--- src/rtl/risc_v_mike_gpio_ctrl.sv ---
// MMIO GPIO controller: per-pin direction, atomic set/clear/toggle of OUT,
// synchronised inputs with armed edge detection and sticky W1C interrupt status.
module risc_v_mike_gpio_ctrl #(
  parameter int          GPIO_W      = 8,
  parameter int          SYNC_STAGES = 2,
  parameter logic [31:0] BASE_ADDR   = 32'h0
) (
  input  logic              clk,
  input  logic              rst,
  input  logic              data_mmio_wr_en,
  input  logic              data_mmio_rd_en,
  input  logic [31:0]       data_mmio_addr,
  input  logic [31:0]       data_mmio_wr_data,
  output logic [31:0]       data_mmio_rd_data,
  input  logic [GPIO_W-1:0] gpio_port_in,
  output logic [GPIO_W-1:0] gpio_port_out,
  output logic [GPIO_W-1:0] gpio_port_oe,
  output logic              gpio_irq
);

  localparam int CNT_W = $clog2(SYNC_STAGES + 2);

  function automatic logic [31:0] widen(input logic [GPIO_W-1:0] v);
    widen = '0;
    widen[GPIO_W-1:0] = v;
  endfunction

  logic [31:0]       offset;
  logic              hit;
  logic [3:0]        reg_idx;
  logic              wr_hit;
  logic [GPIO_W-1:0] wd;
  logic              unused_bits;

  logic [GPIO_W-1:0] out_q, dir_q, rise_en_q, fall_en_q, stat_q;
  logic [GPIO_W-1:0] out_next, stat_next, w1c_mask;
  logic [GPIO_W-1:0] sync_q [SYNC_STAGES];
  logic [GPIO_W-1:0] in_val, in_prev, rise, fall;
  logic [CNT_W-1:0]  arm_cnt;
  logic              armed;

  assign offset      = data_mmio_addr - BASE_ADDR;
  assign hit         = (offset <= 32'h20) && (offset[1:0] == 2'b00);
  assign reg_idx     = offset[5:2];
  assign wr_hit      = data_mmio_wr_en && hit;
  assign wd          = data_mmio_wr_data[GPIO_W-1:0];
  assign unused_bits = ^{data_mmio_wr_data, offset};

  // Input synchroniser chain followed by the previous-value flop for edge detection
  always_ff @(posedge clk or posedge rst) begin
    if (rst) begin
      for (int i = 0; i < SYNC_STAGES; i++) sync_q[i] <= '0;
      in_prev <= '0;
    end else begin
      sync_q[0] <= gpio_port_in;
      for (int i = 1; i < SYNC_STAGES; i++) sync_q[i] <= sync_q[i-1];
      in_prev <= sync_q[SYNC_STAGES-1];
    end
  end

  assign in_val = sync_q[SYNC_STAGES-1];

  // Masks edges until the chain and in_prev hold real pin data after reset
  always_ff @(posedge clk or posedge rst) begin
    if (rst) begin
      arm_cnt <= CNT_W'(SYNC_STAGES + 1);
    end else if (arm_cnt != '0) begin
      arm_cnt <= arm_cnt - 1'b1;
    end
  end

  assign armed = (arm_cnt == '0);
  assign rise  = armed ? (in_val & ~in_prev) : '0;
  assign fall  = armed ? (~in_val & in_prev) : '0;

  always_comb begin
    out_next = out_q;
    w1c_mask = '0;
    if (wr_hit) begin
      case (reg_idx)
        4'd0:    out_next = wd;
        4'd3:    out_next = out_q | wd;
        4'd4:    out_next = out_q & ~wd;
        4'd5:    out_next = out_q ^ wd;
        4'd8:    w1c_mask = wd;
        default: ;
      endcase
    end
    // New edges are ORed in last so they win over a simultaneous W1C
    stat_next = (stat_q & ~w1c_mask) | (rise & rise_en_q) | (fall & fall_en_q);
  end

  always_ff @(posedge clk or posedge rst) begin
    if (rst) begin
      out_q     <= '0;
      dir_q     <= '0;
      rise_en_q <= '0;
      fall_en_q <= '0;
      stat_q    <= '0;
    end else begin
      out_q  <= out_next;
      stat_q <= stat_next;
      if (wr_hit && reg_idx == 4'd2) dir_q     <= wd;
      if (wr_hit && reg_idx == 4'd6) rise_en_q <= wd;
      if (wr_hit && reg_idx == 4'd7) fall_en_q <= wd;
    end
  end

  always_comb begin
    data_mmio_rd_data = '0;
    if (data_mmio_rd_en && hit) begin
      case (reg_idx)
        4'd0:    data_mmio_rd_data = widen(out_q);
        4'd1:    data_mmio_rd_data = widen(in_val);
        4'd2:    data_mmio_rd_data = widen(dir_q);
        4'd6:    data_mmio_rd_data = widen(rise_en_q);
        4'd7:    data_mmio_rd_data = widen(fall_en_q);
        4'd8:    data_mmio_rd_data = widen(stat_q);
        default: data_mmio_rd_data = '0;
      endcase
    end
  end

  assign gpio_port_out = out_q;
  assign gpio_port_oe  = dir_q;
  assign gpio_irq      = |stat_q;

endmodule

--- config.mk ---
export PLATFORM = sky130hd
export DESIGN_NAME = risc_v_mike_gpio_ctrl
export DESIGN_NICKNAME = d
export VERILOG_FILES = /design/src/rtl/risc_v_mike_gpio_ctrl.sv
export SDC_FILE = /design/constraint.sdc
export NUM_CORES = 1
export LEC_CHECK = 0
export BUFFER_PORTS_ARGS = -buffer_cell sky130_fd_sc_hd__buf_2
export CORE_MARGIN = 2
export CORE_UTILIZATION = 50
export CTS_BUF_LIST = sky130_fd_sc_hd__clkbuf_8 sky130_fd_sc_hd__clkbuf_16
export CTS_CLUSTER_SIZE = 14
export DETAILED_ROUTE_END_ITERATION = 10
export PLACE_DENSITY = 0.8
export RECOVER_POWER = 25
export SYNTH_ARGS = -nofsm -noshare
export SYNTH_HDL_FRONTEND = slang
export SYNTH_SLANG_ARGS = --single-unit
--- constraint.sdc ---
create_clock -name clk -period 2.6 [get_ports clk]
set_input_delay 0.26 -clock clk [delete_from_list [all_inputs] [get_ports clk]]
set_output_delay 0.26 -clock clk [all_outputs]
set_load 0.05 [all_outputs]
Yosys cells after proc, flatten, opt, wreduce, memory -nomap -nowiden
Index checks and enable logic that the tools add are counted.
{"block": "word_totals", "register_bits": 66, "inputBits": 76, "out_inout_bits": 49, "elab_cells": 53}
{"block": "classes", "add_sub_neg": 1, "order_cmp": 1, "n_eq_ne": 8, "muxes": 7, "n_bitwise": 14, "reduce_logical": 13}
{"cell": "AND 8 bit", "count": 6}
{"cell": "case mux 8 bit (6 select lines)", "count": 1}
{"cell": "two-way mux 8 bit", "count": 5}
{"cell": "less-or-equal comparator 32 x 6 -> 1 bit (second input constant)", "count": 1}
{"cell": "NOT 8 bit", "count": 4}
{"cell": "case mux 8 bit (4 select lines)", "count": 1}
{"cell": "bitwise OR 8 bit", "count": 3}
{"cell": "equality test 4 x 3 -> 1 bit (second input constant)", "count": 4}
{"cell": "equality test 4 x 2 -> 1 bit (second input constant)", "count": 2}
{"cell": "OR reduction 8 bit", "count": 1}
{"cell": "bitwise XOR 8 bit", "count": 1}
{"cell": "logical AND 1 bit", "count": 6}
{"cell": "equality test 4 x 1 -> 1 bit (second input constant)", "count": 1}
{"cell": "equality test 4 bit (second input constant)", "count": 1}
{"cell": "zero test 2 bit", "count": 2}
{"cell": "zero test 4 bit", "count": 1}
{"cell": "nonzero test 4 bit", "count": 1}
{"cell": "AND reduction 2 bit", "count": 1}
{"cell": "nonzero test 2 bit", "count": 1}
{"cell": "subtractor 2 x 1 -> 2 bit (second input constant)", "count": 1}

Logic depth before layout (Yosys ltp)
{"block": "logic_depth", "depth_word": 8, "mapped_depth": 6, "ltp_nobuf": 6}

Worst setup path before layout
OpenSTA, ideal clock, no wires.
{"block": "synth_path", "path_type": "input to output", "startpoint": "input data_mmio_addr[4]", "endpoint": "output data_mmio_rd_data[0]", "t_arrival_ns": 2.323, "required_time_ns": 2.340, "slack_ns": 0.017, "stages": 5, "n_path_buf": 1, "path_cell_list": "buf_2 -> nor4b_1 -> nand2_1 -> a211o_2 -> a31oi_1"}
{"block": "synth_between", "elab_chain_cells": 4, "elab_cells_between_ends": 11, "classes_between": "order compare (1); eq/ne (5); mux (2); reduce/logical (3)"}
{"item": "from (decl)", "line_no": "12", "text": "input logic [31:0] data_mmio_addr,"}
{"item": "less-or-equal comparator 32 x 6 -> 1 bit", "line_no": "43", "text": "assign hit = (offset <= 32'h20) && (offset[1:0] == 2'b00);"}
{"item": "logical AND 1 bit", "line_no": "43"}
{"item": "logical AND 1 bit", "line_no": "111", "text": "if (data_mmio_rd_en && hit) begin"}
{"item": "two-way mux 8 bit (*)", "line_no": "111"}
{"item": "to (decl)", "line_no": "14", "text": "output logic [31:0] data_mmio_rd_data,"}
Every way passes the cells marked *; elsewhere a longest branch is shown, timed or not.

Final worst setup path
{"block": "layout_path", "startpoint": "input data_mmio_addr[5]", "endpoint": "output data_mmio_rd_data[0]"}
Same word-level chain as after synthesis.

==> results.toml <==
[outcome]
status = "complete, no violations"

[critical_path]
path_max_fanout = 15
worst_r2r_startpoint = "gpio_port_out[6]"
critPathSlowestCell = "a211o_2"
crit_chain = "buf_2, nor4b_1, nand2_1, a211o_2, a31oi_1, buf_2"
rr_worst_depth = 6
critPathKind = "input pin to primary output"
cp-start-kind = "input pin"
path_common_cell = "buf_2"
endpoint_kind = "primary output"
critPathRequiredTime_ps = 2340
cp.arrival_ps = 2020
critPathLaunch = "data_mmio_addr[5]"
critical-path-max-stage-delay_ps = 470

[yosys]
synth_xor_xnor_area_share = 0.00238
synthDominantCellAreaShare = 0.434
netlist_area_mm2 = 0.00369
synthAdderAreaFrac = 0.0577
yosysMostFrequentCell = "dfrtp_1"
synth-edff-count = 0
synth-seq-area-share = 0.449
synth_area_leaders = "dfrtp_1 (43%), mux2_2 (8.2%), ha_1 (5.8%), mux2i_1 (5.7%), buf_4 (5.1%)"
syn_inst = 327
synth_seq_cells = 66
synthTopCellsByCount = "dfrtp_1 (64), mux2_2 (27), buf_4 (25)"
synth_top_family_by_area = "multiplexers"
ys_async_sr_fraction = 1.00
ys.flop_type = "dfrtp_1"
synth_compound_area_frac = 0.117
ys_warn_count = 0
synth_mux_area_frac = 0.146
synth_cell_types = 46
synth.largest_area_cell = "dfrtp_1"
avgSynthCellArea_um2 = 11.3
yosys.area_share.simple = 0.140

[cells_and_area]
fillers = 627
diodes = 0
areaGrowthSynthToFinish_pct = 19.6
drive_above_1_share = 0.345
nets = 514

[drt]
drt_iter0_drc = 232
ant_nets = 0
wl_per_cell_um = 17.6
vias = 2873
firstDrtPassIters = 4
wl_um = 9250
drc = 0
via_per_inst = 5.47

[die]
std_cell_rows = 31
start_util = 0.511
fp.dieW_um = 89.9
dieArea_mm2 = 0.00807
ioPinCount = 125
die_h_um = 89.9
core_region_area_mm2 = 0.00721

[place]
io_buffer_count = 76
place.gp.congestion = 0.835
dp_hpwl_um = 6610

[sta]
min_period_ps = 2280
finClkSkew_ps = 5.79
fmax_ghz = 0.439
max-slew-margin-rel = 0.381
hold_viol = 0
setup_tns_ps = 0
slew_violations = 0
setup_viol = 0
worst_slew_pin_slew_ps = 927
rsz0062_at_grt = "no"
finalCritPeriodShare = 0.877

[clocking]
post_cts_buffers = 0
path_clk_slew_ps = 70
clock-root-buffer = "clkbuf_8"
cts_max_path_buffers = 2
cts_buffers = 9
cts.sink_count = 66
h-tree-depth = 3
cts_tree = "built"
clk_latency_ps = 350

[global_route]
grt_pass1_wl_um = 14800
antenna_found_initial = 0
gr-total-overflow = 0
grt_pass1_vias = 2968
grtUsageTotal = 0.235
grt_max_degree = 27

[power]
finalPower_mw = 2.25
power.density_mw_per_mm2 = 510
ir_drop_v = 0.000526
p_leak_nw = 2.13

[flow_run]
maxCapViolations = 0

[hold_path]
holdCritPathClass = "input pin to flip-flop"
hp-start = "gpio_port_in[2]"
min_delay_path_depth = 1
registers in the layout (all words and copies together) (netlist names):
register and cells:
in_prev 8, gpio_port_out 8, fall_en_q 8, stat_q 8, gpio_port_oe 8, in_val 8
arm_cnt 2, sync_q 8, rise_en_q 8
area by class of cell:
cell class	count	area [um^2]	share of cell area
multi-input cells	226	1800	0.407
flip-flops and latches	66	1650	0.375
repair buffers	96	538	0.122
clock buffers	10	138	0.0312
well taps	99	124	0.0281
inverters	22	82.6	0.0187
clock inverters	6	75.1	0.0170
worst max-delay path, delay by kind of cell:
kind / cells / cell delay, ps
compound gates: 2 / 680
buf+inv: 2 / 550
simple gates: 2 / 520
what timing repair did:
action                    in CTS  in global routing
resized for setup              0                  0
hold endpoints to repair      25                  1
hold buffers                   2                  1
report_power, final:
group / switching (mW) / internal [mW] / total [mW]
combinational: 0.182 / 0.0794 / 0.261
clock: 0.376 / 0.553 / 0.929
sequential: 0.0102 / 1.05 / 1.06
total: 0.568 / 1.68 / 2.25
cell families (layout without fill, tap and decap cells):
group,after synthesis,count (layout)
AOI/OAI and AO/OA,59,59
xor gates and xnor gates,1,1
adders and majority gates,17,17
buffers and inverters,58,134
DFF,66,66
muxes,50,50
other,1,24
and+or+nand+nor,75,75
cells in the final DEF (no fill, tap or decap), types with 5 or more instances in the layout:
| cell type | n |
|---|---|
| ha_1 | 17 |
| a22oi_1 | 5 |
| mux2i_1 | 21 |
| nand3b_1 | 8 |
| a222oi_1 | 5 |
| dfrtp_1 | 64 |
| nor2_1 | 9 |
| nand2_1 | 24 |
| a21oi_1 | 8 |
| buf_4 | 17 |
| buf_2 | 76 |
| and3b_1 | 5 |
| o21ai_0 | 9 |
| o41ai_1 | 8 |
| o22ai_1 | 10 |
| mux2_2 | 27 |
| clkbuf_8 | 10 |
| o21a_1 | 5 |
| conb_1 | 24 |
| inv_1 | 26 |
| nor4_1 | 6 |
per-layer routing:
layer | wire length (um) | share of wire | global-route usage
met5 | 0 | 0 | 0
met4 | 134 | 0.014 | 0.113
met3 | 808 | 0.087 | 0.0587
met2 | 4560 | 0.49 | 0.390
met1 | 3750 | 0.41 | 0.288
stage by stage:
step,util,std cells,hold slack [ps],setup slack (ps),instance area [um^2]
CTS,0.609,524,0.100,315,4400
global route,0.611,525,0.924,204,4410
global placement,0.577,506,318,339,4160
detailed placement,0.577,506,322,258,4160
floorplan,-,350,291,17.1,3770
finish,0.611,525,16.2,320,4410
final timing paths:
check	end	slack [ps]
worst min-delay path	sync_q[10]	20
max in group asynchronous	arm_cnt[0]	1050
worst max register to register	gpio_port_out[6]	1190
worst min register to register	in_val[7]	340
worst max-delay path	data_mmio_rd_data[0]	320
min in group asynchronous	in_val[5]	660
(Power assumes the default switching activity.)
